==> src/rtl/obi_mem_arbiter.sv <==
// rtl/obi_mem_arbiter.sv - two-master OBI arbiter with in-order response routing (tie-break option: OBI_ARB_RR_EN)
module obi_mem_arbiter #(
  parameter int ADDR_W          = 32,
  parameter int DATA_W          = 32,
  parameter int MAX_OUTSTANDING = 2
) (
  input  logic                clk,
  input  logic                rst,
  input  logic                m0_req,
  output logic                m0_gnt,
  input  logic [ADDR_W-1:0]   m0_addr,
  input  logic                m0_we,
  input  logic [DATA_W/8-1:0] m0_be,
  input  logic [DATA_W-1:0]   m0_wdata,
  output logic                m0_rvalid,
  output logic [DATA_W-1:0]   m0_rdata,
  input  logic                m1_req,
  output logic                m1_gnt,
  input  logic [ADDR_W-1:0]   m1_addr,
  input  logic                m1_we,
  input  logic [DATA_W/8-1:0] m1_be,
  input  logic [DATA_W-1:0]   m1_wdata,
  output logic                m1_rvalid,
  output logic [DATA_W-1:0]   m1_rdata,
  output logic                s_req,
  input  logic                s_gnt,
  output logic [ADDR_W-1:0]   s_addr,
  output logic                s_we,
  output logic [DATA_W/8-1:0] s_be,
  output logic [DATA_W-1:0]   s_wdata,
  input  logic                s_rvalid,
  input  logic [DATA_W-1:0]   s_rdata,
  output logic                err
);

  localparam int CNT_W = $clog2(MAX_OUTSTANDING + 1);
  localparam int PTR_W = (MAX_OUTSTANDING > 1) ? $clog2(MAX_OUTSTANDING) : 1;
  localparam logic [CNT_W-1:0] FULL_CNT = CNT_W'(MAX_OUTSTANDING);
  localparam logic [PTR_W-1:0] LAST_PTR = PTR_W'(MAX_OUTSTANDING - 1);

  logic [CNT_W-1:0] r_count;
  logic [PTR_W-1:0] r_wptr;
  logic [PTR_W-1:0] r_rptr;
  logic             r_fifo [0:MAX_OUTSTANDING-1];
  logic             r_lock;
  logic             r_lock_id;
  logic             r_err;
`ifdef OBI_ARB_RR_EN
  logic             r_last_id;
`endif

  logic w_winner;
  logic w_full;
  logic w_empty;
  logic w_push;
  logic w_pop;
  logic w_head;

  assign w_full  = (r_count == FULL_CNT);
  assign w_empty = (r_count == '0);
  assign w_head  = r_fifo[r_rptr];

  // Winner: a stalled request keeps its master; otherwise single requester or tie-break
  always_comb begin
    w_winner = 1'b0;
    if (r_lock) begin
      w_winner = r_lock_id;
    end else if (m0_req && m1_req) begin
`ifdef OBI_ARB_RR_EN
      w_winner = ~r_last_id;
`else
      w_winner = 1'b1;
`endif
    end else if (m1_req) begin
      w_winner = 1'b1;
    end
  end

  // Request path: slave fields follow the winner, blocked while the routing FIFO is full
  always_comb begin
    s_req   = (m0_req | m1_req) & ~w_full;
    s_addr  = w_winner ? m1_addr  : m0_addr;
    s_we    = w_winner ? m1_we    : m0_we;
    s_be    = w_winner ? m1_be    : m0_be;
    s_wdata = w_winner ? m1_wdata : m0_wdata;
    m0_gnt  = s_req & s_gnt & ~w_winner;
    m1_gnt  = s_req & s_gnt & w_winner;
  end

  assign w_push = s_req & s_gnt;
  assign w_pop  = s_rvalid & ~w_empty;

  // Response path: data is broadcast, only rvalid is steered by the FIFO head
  always_comb begin
    m0_rvalid = w_pop & ~w_head;
    m1_rvalid = w_pop & w_head;
    m0_rdata  = s_rdata;
    m1_rdata  = s_rdata;
    err       = r_err;
  end

  // Lock holds the winner stable from a stalled request until it is granted
  always_ff @(posedge clk or posedge rst) begin
    if (rst) begin
      r_lock    <= 1'b0;
      r_lock_id <= 1'b0;
    end else if (s_req && !s_gnt) begin
      r_lock    <= 1'b1;
      r_lock_id <= w_winner;
    end else if (w_push) begin
      r_lock    <= 1'b0;
    end
  end

  // Routing FIFO pointers and occupancy
  always_ff @(posedge clk or posedge rst) begin
    if (rst) begin
      r_count <= '0;
      r_wptr  <= '0;
      r_rptr  <= '0;
    end else begin
      if (w_push) r_wptr <= (r_wptr == LAST_PTR) ? '0 : r_wptr + 1'b1;
      if (w_pop)  r_rptr <= (r_rptr == LAST_PTR) ? '0 : r_rptr + 1'b1;
      if (w_push && !w_pop)      r_count <= r_count + 1'b1;
      else if (w_pop && !w_push) r_count <= r_count - 1'b1;
    end
  end

  // Routing FIFO storage: contents are only meaningful below the occupancy count
  always_ff @(posedge clk) begin
    if (w_push) r_fifo[r_wptr] <= w_winner;
  end

  // Sticky error on a response with nothing outstanding
  always_ff @(posedge clk or posedge rst) begin
    if (rst)                       r_err <= 1'b0;
    else if (s_rvalid && w_empty)  r_err <= 1'b1;
  end

`ifdef OBI_ARB_RR_EN
  // Remember the last granted master for round-robin tie-breaks
  always_ff @(posedge clk or posedge rst) begin
    if (rst)         r_last_id <= 1'b1;
    else if (w_push) r_last_id <= w_winner;
  end
`endif

endmodule

==> config.mk <==
export PLATFORM = sky130hd
export DESIGN_NAME = obi_mem_arbiter
export DESIGN_NICKNAME = d
export VERILOG_FILES = /design/src/rtl/obi_mem_arbiter.sv
export SDC_FILE = /design/constraint.sdc
export NUM_CORES = 1
export LEC_CHECK = 0
export BUFFER_PORTS_ARGS = -buffer_cell sky130_fd_sc_hd__buf_2
export CORE_AREA = 3 3 121 123
export DETAILED_ROUTE_END_ITERATION = 7
export DIE_AREA = 0 0 124 126
export REMOVE_ABC_BUFFERS = 1
export SETUP_SLACK_MARGIN = 0.15
export SYNTH_ARGS = -nofsm -noshare
export SYNTH_HDL_FRONTEND = slang
export SYNTH_SLANG_ARGS = --single-unit
==> constraint.sdc <==
create_clock -name clk -period 3.5 [get_ports clk]
set_clock_uncertainty 0.1 [all_clocks]
set_input_delay 0.525 -clock clk [delete_from_list [all_inputs] [get_ports clk]]
set_output_delay 0.525 -clock clk [all_outputs]
set_load 0.05 [all_outputs]
After elaboration in Yosys (flattened, before gate mapping) --
Memories as Yosys holds them, arrays and structs flattened. Index checks and enable logic that the tools add are counted. W data, S select, Z words.
Storage, ports and cells: bits in registers 7, bits in writable memories 2, input bits 176, output and inout port bits 139, memories 1
Memories:
- r_fifo | depth 2, width 1, read ports 1, clocked after Yosys merged registers in 0, wr ports 1, line 44 | logic r_fifo [0:MAX_OUTSTANDING-1];
Cells by class: add/sub/neg operators 4, eq/ne operators 1, mux-type cells 15, bitwise logic cells 12, reductions and logical operators 11
Operator list (count):
- $mux W32 | 2
- $mux W1 | 10
- $and A1 B1 Y1 | 7
- $logic_and A1 B1 Y1 | 5
- $mux W2 | 2
- $mux W4 | 1
- $not A1 Y1 | 4
- $reduce_bool A2 Y1 | 2
- $logic_not A1 Y1 | 3
- $add A1 B1 Y1 const B | 2
- $add A2 B1 Y2 const B | 1
- $eq A2 B2 Y1 const B | 1
- $logic_not A2 Y1 | 1
- $sub A2 B1 Y2 const B | 1
- $or A1 B1 Y1 | 1

Longest topological paths before layout --
Gate-level depths: netlist (run 1).
depth in word-level cells 8, mapped depth 7, gate-level depth less buffers 7

Worst setup path before layout (run 1) --
OpenSTA, ideal clock, no wires.
kind in2out, start point in m1_req, end point out m0_gnt, arrival 1.656 ns, data required time 2.875 ns, slack 1.219 ns, cell stages on the path 4, cell sequence mux2i_4 > inv_2 > buf_4 > nor2_1
Between the ends: longest elaborated chain between the ends 5, elaborated cells on any way between the ends 9, those cells by class mux (3); bitwise (5); reduce/logical (1)
RTL lines:
- from (decl) | line 17 | input logic m1_req,
- $mux W1 or $logic_and A1 B1 Y1 (tied branches) | line 74, 68
- $mux W1 * | line 68 | end else if (m0_req && m1_req) begin
- $mux W1 * | line 66 | if (r_lock) begin
- named net w_winner | line 52 | logic w_winner;
- $not A1 Y1 * | line 86 | m0_gnt = s_req & s_gnt & ~w_winner;
- $and A1 B1 Y1 * | line 86
- to (decl) | line 10 | output logic m0_gnt,
Mark *: on every way through the listed nets, which the timed path passes. The rest lies on a longest branch.

Worst setup path in the final report (run 1) --
start point reg r_lock, end point out s_wdata[5]
Between the ends: longest elaborated chain between the ends 2
RTL lines:
- from (decl) | line 45 | logic r_lock;
- from (signal assigned) | line 105 | r_lock <= 1'b0;
- from (signal assigned) | line 108 | r_lock <= 1'b1;
- from (signal assigned) | line 111 | r_lock <= 1'b0;
- $mux W1 | line 66
- $mux W32 | line 85 | s_wdata = w_winner ? m1_wdata : m0_wdata;
- to (decl) | line 30 | output logic [DATA_W-1:0] s_wdata,
No other way between the ends.

==> qor.csv, run 1 <==
metric,value,unit
status,completed,
Switching Share,70.3,%
Yosys reg bits,9,
clock group share of total power,7.1,%
pwr dens,1090,nW/µm²
clk root buf,clkbuf_16,
CTS sink cnt,9,
Max Root-Sink Buffers,2,
RSZ-0062 raised after global routing,false,
placed instance area,2550,µm²
Starting Density,12.9,%
clock slew at reported path FFs,0.04,ns
CP arrival,2.03,ns
worst setup margin,0.843,ns
"Seq/Total Area, Yosys",13.2,%
FF-to-FF Start,r_count[1],
CTS Buf Count,3,
row cnt,43,
Final min period,2.66,ns
die span in y,126,µm
R2R cell count,7,
HP Class,input pin to async pin,
largest net degree at the start of global routing,72,
setup bufs post-CTS,0,
vias in the first global route,2234,
GRT Overall Usage,10.9,%
H-Tree Depth,1,
PortBufs,218,
P_int,0.854,mW
Final GP Congestion,0.773,
worst slew pin tran,0.727,ns
WL final,9460,µm
Crit-path slowest cell,inv_2,
Vias,2465,
Post-Syn Area,1780,µm²
final hold viol count,0,
LEAKAGE,1.72,nW
Critical Path End Type,primary output,
final slew viol count,0,
worst path cell trace,mux2i_4 > inv_2 > buf_12 > nand2_1 > nand2_1 > buf_2,
Pwr Total,2.87,mW
pre-CTS worst setup slack,0.932,ns
nets@finish,647,
Cell variety after synth,21,
IO Pins,315,
initial antenna violation count,0,
Required @ worst endpoint,2.87,ns
vias per cell,3.80,
post-DR wirelength/cell,14.6,µm
"Remaining Overflow, GRT",0,
CTS tree,yes,
Crit Reg-Reg Endpoint,r_count[1],
DR DRC count,0,
final non-filler cell area,2630,µm²
crit-path most repeated cell,nand2_1,
Mapped Avg Cell Area,5.50,µm²
flop2flop setup slack,1.65,ns
DP Wirelength,7980,µm
first-pass GRT wire length,12800,µm
largest stage delay on the critical path,0.46,ns
Die ar.,15600,µm²
Seq pwr share,6.8,%
Fmax,0.376,GHz
MaxCap Viol Count,0,
remaining antenna violation count,0,
Post-Place Cells,645,
"Setup violations, final",0,
iteration-0 DRC count of the detailed router,113,
Psw,2.02,mW
worst-path fanout max,38,
"Hold-fix buffers, CTS",0,
Final period util,75.9,%
Logic pwr share,86.1,%
CORE AREA,13800,µm²
Synthesis Warnings,0,
critical path type,flop to primary output,
Max transition margin,51.5,%
# diodes,0,
synth-to-layout area growth,48.1,%
worst-skew pair later-pin latency,0.24,ns
Finished Layout Cells,649,
Worst VDD drop,0.316,mV
share of layout cells above drive strength 1,48.2,%
first drt pass iteration count,4,
CTS resizes,0,
Worst Setup Start Kind,flop,
Cells after Synth,323,
DIE WIDTH,124,µm
==> cell families (layout without fill, tap and decap cells) <==
family                   count (synthesis)  count (layout)  synth area share [%]
multiplexers                             2               2                  1.83
AND/OR/NAND/NOR                        218             218                  46.4
XOR/XNOR                                 5               5                  2.46
buffers and inverters                   82             228                  32.8
flip-flops                               9               9                  13.2
adder cells (fa/ha/maj)                  1               1                 0.704
AO/OA/AOI/OAI                            6               6                  2.53
==> stage by stage <==
step | hold slack (ns) | utilization, % | setup TNS [ns]
after floorplan | 0.228 | - | -0.199
after global placement | 0.335 | 18.5 | 0
after detailed placement | 0.343 | 18.5 | 0
after CTS | 0.119 | 19.1 | 0
after global routing | 0.159 | 19.1 | 0
final | 0.113 | 19.1 | 0
==> flip-flops by register name, summed over array words and instances, names as in the netlist <==
register,cells
r_wptr,1
r_lock,1
err,1
r_fifo,2
r_lock_id,1
r_count,2
r_rptr,1
==> how the worst max path moves through the flow <==
stage               cells past startpoint    from         end  slack (ns)
finish                                  6  r_lock  s_wdata[5]        0.84
global route                            5  r_lock  s_wdata[5]        0.65
CTS                                     6  r_lock  s_wdata[5]        0.81
detailed placement                      6  m1_req  s_wdata[5]        0.93
global placement                        6  m1_req  s_wdata[8]        0.95
floorplan                               3  m1_req      m0_gnt       -0.20
==> final cells by class <==
type | count | area (µm²)
Clock buffer | 3 | 75.1
Sequential cell | 9 | 235
Clock inverter | 1 | 5.00
Tap cell | 180 | 225
Multi-Input combinational cell | 232 | 960
Fill cell | 1639 | 11100
Timing Repair Buffer | 220 | 1120
Inverter | 4 | 15.0
==> Yosys cell counts <==
library cell | count | area share [%]
o21a_1 | 1 | 0.42
buf_2 | 7 | 2.0
buf_4 | 71 | 30
o41ai_1 | 1 | 0.49
nor2b_1 | 2 | 0.70
inv_1 | 3 | 0.63
and3_1 | 1 | 0.35
o31ai_1 | 1 | 0.42
edfxtp_1 | 2 | 3.4
ha_1 | 1 | 0.70
inv_2 | 1 | 0.21
o221ai_1 | 1 | 0.49
nand2_1 | 207 | 44
a21o_1 | 1 | 0.42
nor2_1 | 8 | 1.7
mux2i_4 | 1 | 1.3
dfrtp_1 | 7 | 9.9
mux2i_1 | 1 | 0.56
xnor2_1 | 4 | 2.0
o21ai_0 | 1 | 0.28
xor2_1 | 1 | 0.49
==> power by group through the flow <==
stage / logic, mW / clock network (mW) / registers [mW]
final: 2.47 / 0.204 / 0.196
after global placement: 2.49 / 0 / 0.198
after detailed placement: 2.49 / 0 / 0.197
after floorplan: 1.89 / 0 / 0.189
after global routing: 2.64 / 0.214 / 0.202
after CTS: 2.49 / 0.208 / 0.196
==> worst max-delay path, delay by kind of cell, from the launching register on <==
kind | cells | cell delay, ns
buf+inv | 3 | 1.00
flops | 1 | 0.42
mux | 1 | 0.21
simple gates | 2 | 0.15
==> layer usage <==
layer,vias up,track usage (%),wire length [µm]
li1,1197,-,-
met1,1027,12.3,3620
met2,229,14.8,3750
met3,8,9.79,1890
met4,4,1.68,55
met5,-,9.54,149
==> cell usage in the layout, fill, tap and decap left out, types with 2 or more instances in the layout <==
cell type    n
nor2_1       8
edfxtp_1     2
nand2_1    207
dfrtp_1      7
buf_2      218
nor2b_1      2
clkbuf_16    3
inv_1        3
xnor2_1      4
Power figures use the tool's default switching activity.
==> run 2: changes to the inputs <==
clock period = 2.4 ns   (was 3.5 ns; I/O delays follow)
==> run 2 against run 1 <==
Compared with the run above: sequential cell count stayed put; combinational power rose by 54%; design area grew 4.3%; via count down 1.3%; register-to-register slack got worse by 1.1 ns; setup slack worse by 0.58 ns; clock-buffer cell count up 1; total power up 52%; global-route usage is 0.43 points lower; first-iteration DRC count shrank 31%; utilization increased by 0.82 points; cell count rose by 0.46%; largest cell class unchanged.
==> qor.csv, run 2 (synthesis results as in run 1) <==
metric,value,unit
DP Wirelength,7800,µm
Max transition margin,57.4,%
CTS Buf Count,3,
worst-skew pair later-pin latency,0.23,ns
final hold viol count,0,
first-pass GRT wire length,12400,µm
CP arrival,1.68,ns
fin util,19.9,%
WL final,9020,µm
Critical Path End Type,primary output,
clock slew at reported path FFs,0.04,ns
most frequent cells in the layout,"214 x buf_2, 207 x nand2_1, 8 x nor2_1, 7 x dfrtp_1, 7 x buf_12",
"Setup violations, final",0,
iteration-0 DRC count of the detailed router,78,
Pwr Total,4.37,mW
flop2flop setup slack,0.53,ns
pwr dens,1590,nW/µm²
Final period util,89.2,%
clk root buf,clkbuf_16,
"Remaining Overflow, GRT",0,
Fmax,0.467,GHz
GRT Overall Usage,10.5,%
post-DR wirelength/cell,13.8,µm
PortBufs,218,
final slew viol count,0,
CTS sink cnt,9,
vias per cell,3.73,
Required @ worst endpoint,1.94,ns
nets@finish,650,
H-Tree Depth,1,
Worst VDD drop,0.477,mV
CTS tree,yes,
synth-to-layout area growth,54.5,%
remaining antenna violation count,0,
"commonest non-fill, non-tap cell in the layout",buf_2,
# diodes,0,
Starting Density,12.9,%
row cnt,43,
first drt pass iteration count,4,
Vias,2432,
CORE AREA,13800,µm²
Top Registers,"r_count (2), r_fifo (2)",
status,completed,
LEAKAGE,1.77,nW
DR DRC count,0,
DIE WIDTH,124,µm
IO Pins,315,
Final GP Congestion,0.755,
critical path type,flop to primary output,
largest net degree at the start of global routing,41,
share of layout cells above drive strength 1,48.1,%
Worst Setup Start Kind,flop,
MaxCap Viol Count,0,
initial antenna violation count,0,
Final min period,2.14,ns
worst-path fanout max,40,
vias in the first global route,2265,
Max Root-Sink Buffers,2,
HP Class,input pin to flop,
RSZ-0062 raised after global routing,false,
worst slew pin tran,0.640,ns
die span in y,126,µm
Die ar.,15600,µm²
## run 2: cell count changes in the layout (fill, tap and decap cells not counted), sizes merged
cell / delta
buf: +2
clkbuf: +1
clkinv: -1
dlygate4sd3: +1
## run 2: per-stage QoR
stage	instance area (µm²)	instances	hold WS (ns)	worst slack, ns	setup TNS (ns)
5_1_grt	2750	652	0.249	0.161	0
4_1_cts	2740	652	0.245	0.171	0
3_3_place_gp	2650	647	0.216	0.454	0
2_1_floorplan	1210	245	0.0634	-1.06	-51.01
6_report	2750	652	0.247	0.258	0
3_5_place_dp	2650	647	0.207	0.418	0
## run 2: cell type report
cell class	count	area, µm²
repair buffers	223	1230
multi-input cells	232	960
clock buffers	4	78.8
well taps	180	225
fillers	1641	11000
flip-flops and latches	9	235
inverters	4	15.0
## run 2: power by group
part	internal, mW	switching [mW]	total (mW)
Sequential	0.225	0.0596	0.285
Clock	0.221	0.0651	0.286
Combinational	0.959	2.84	3.80
## run 2: worst paths after layout
check | start | endpoint | depth (start not counted)
worst max register to register | r_count[0] | r_count[1] | 6
worst min-delay path | s_rvalid | err | 2
worst min register to register | err | err | 1
min in group asynchronous | rst | r_rptr | 3
worst max-delay path | r_lock | s_wdata[18] | 5
max in group asynchronous | rst | r_wptr | 3
## run 2: what timing repair did
item / in CTS / in global routing
endpoints found under the setup margin: 0 / 30
buffers inserted: 0 / 0
gates resized for setup: 0 / 1
hold endpoints to repair: 7 / 0
hold buffers: 1 / 0
## run 2: routing by layer
metal / part of all wire (%) / GRT usage, % / vias to the layer above / wire length, µm
li1: - / - / 1203 / -
met1: 40 / 12.6 / 1017 / 3580
met2: 40 / 14.3 / 206 / 3570
met3: 20 / 9.16 / 4 / 1790
met4: 0.19 / 0.773 / 2 / 17
met5: 0.74 / 4.93 / - / 67
## run 2: critical path, stage by stage (launching register included)
cell	delay, ns
dfrtp_1	0.40
mux2i_4	0.36
buf_12	0.24
nand2_1	0.07
nand2_1	0.08
buf_2	0.27
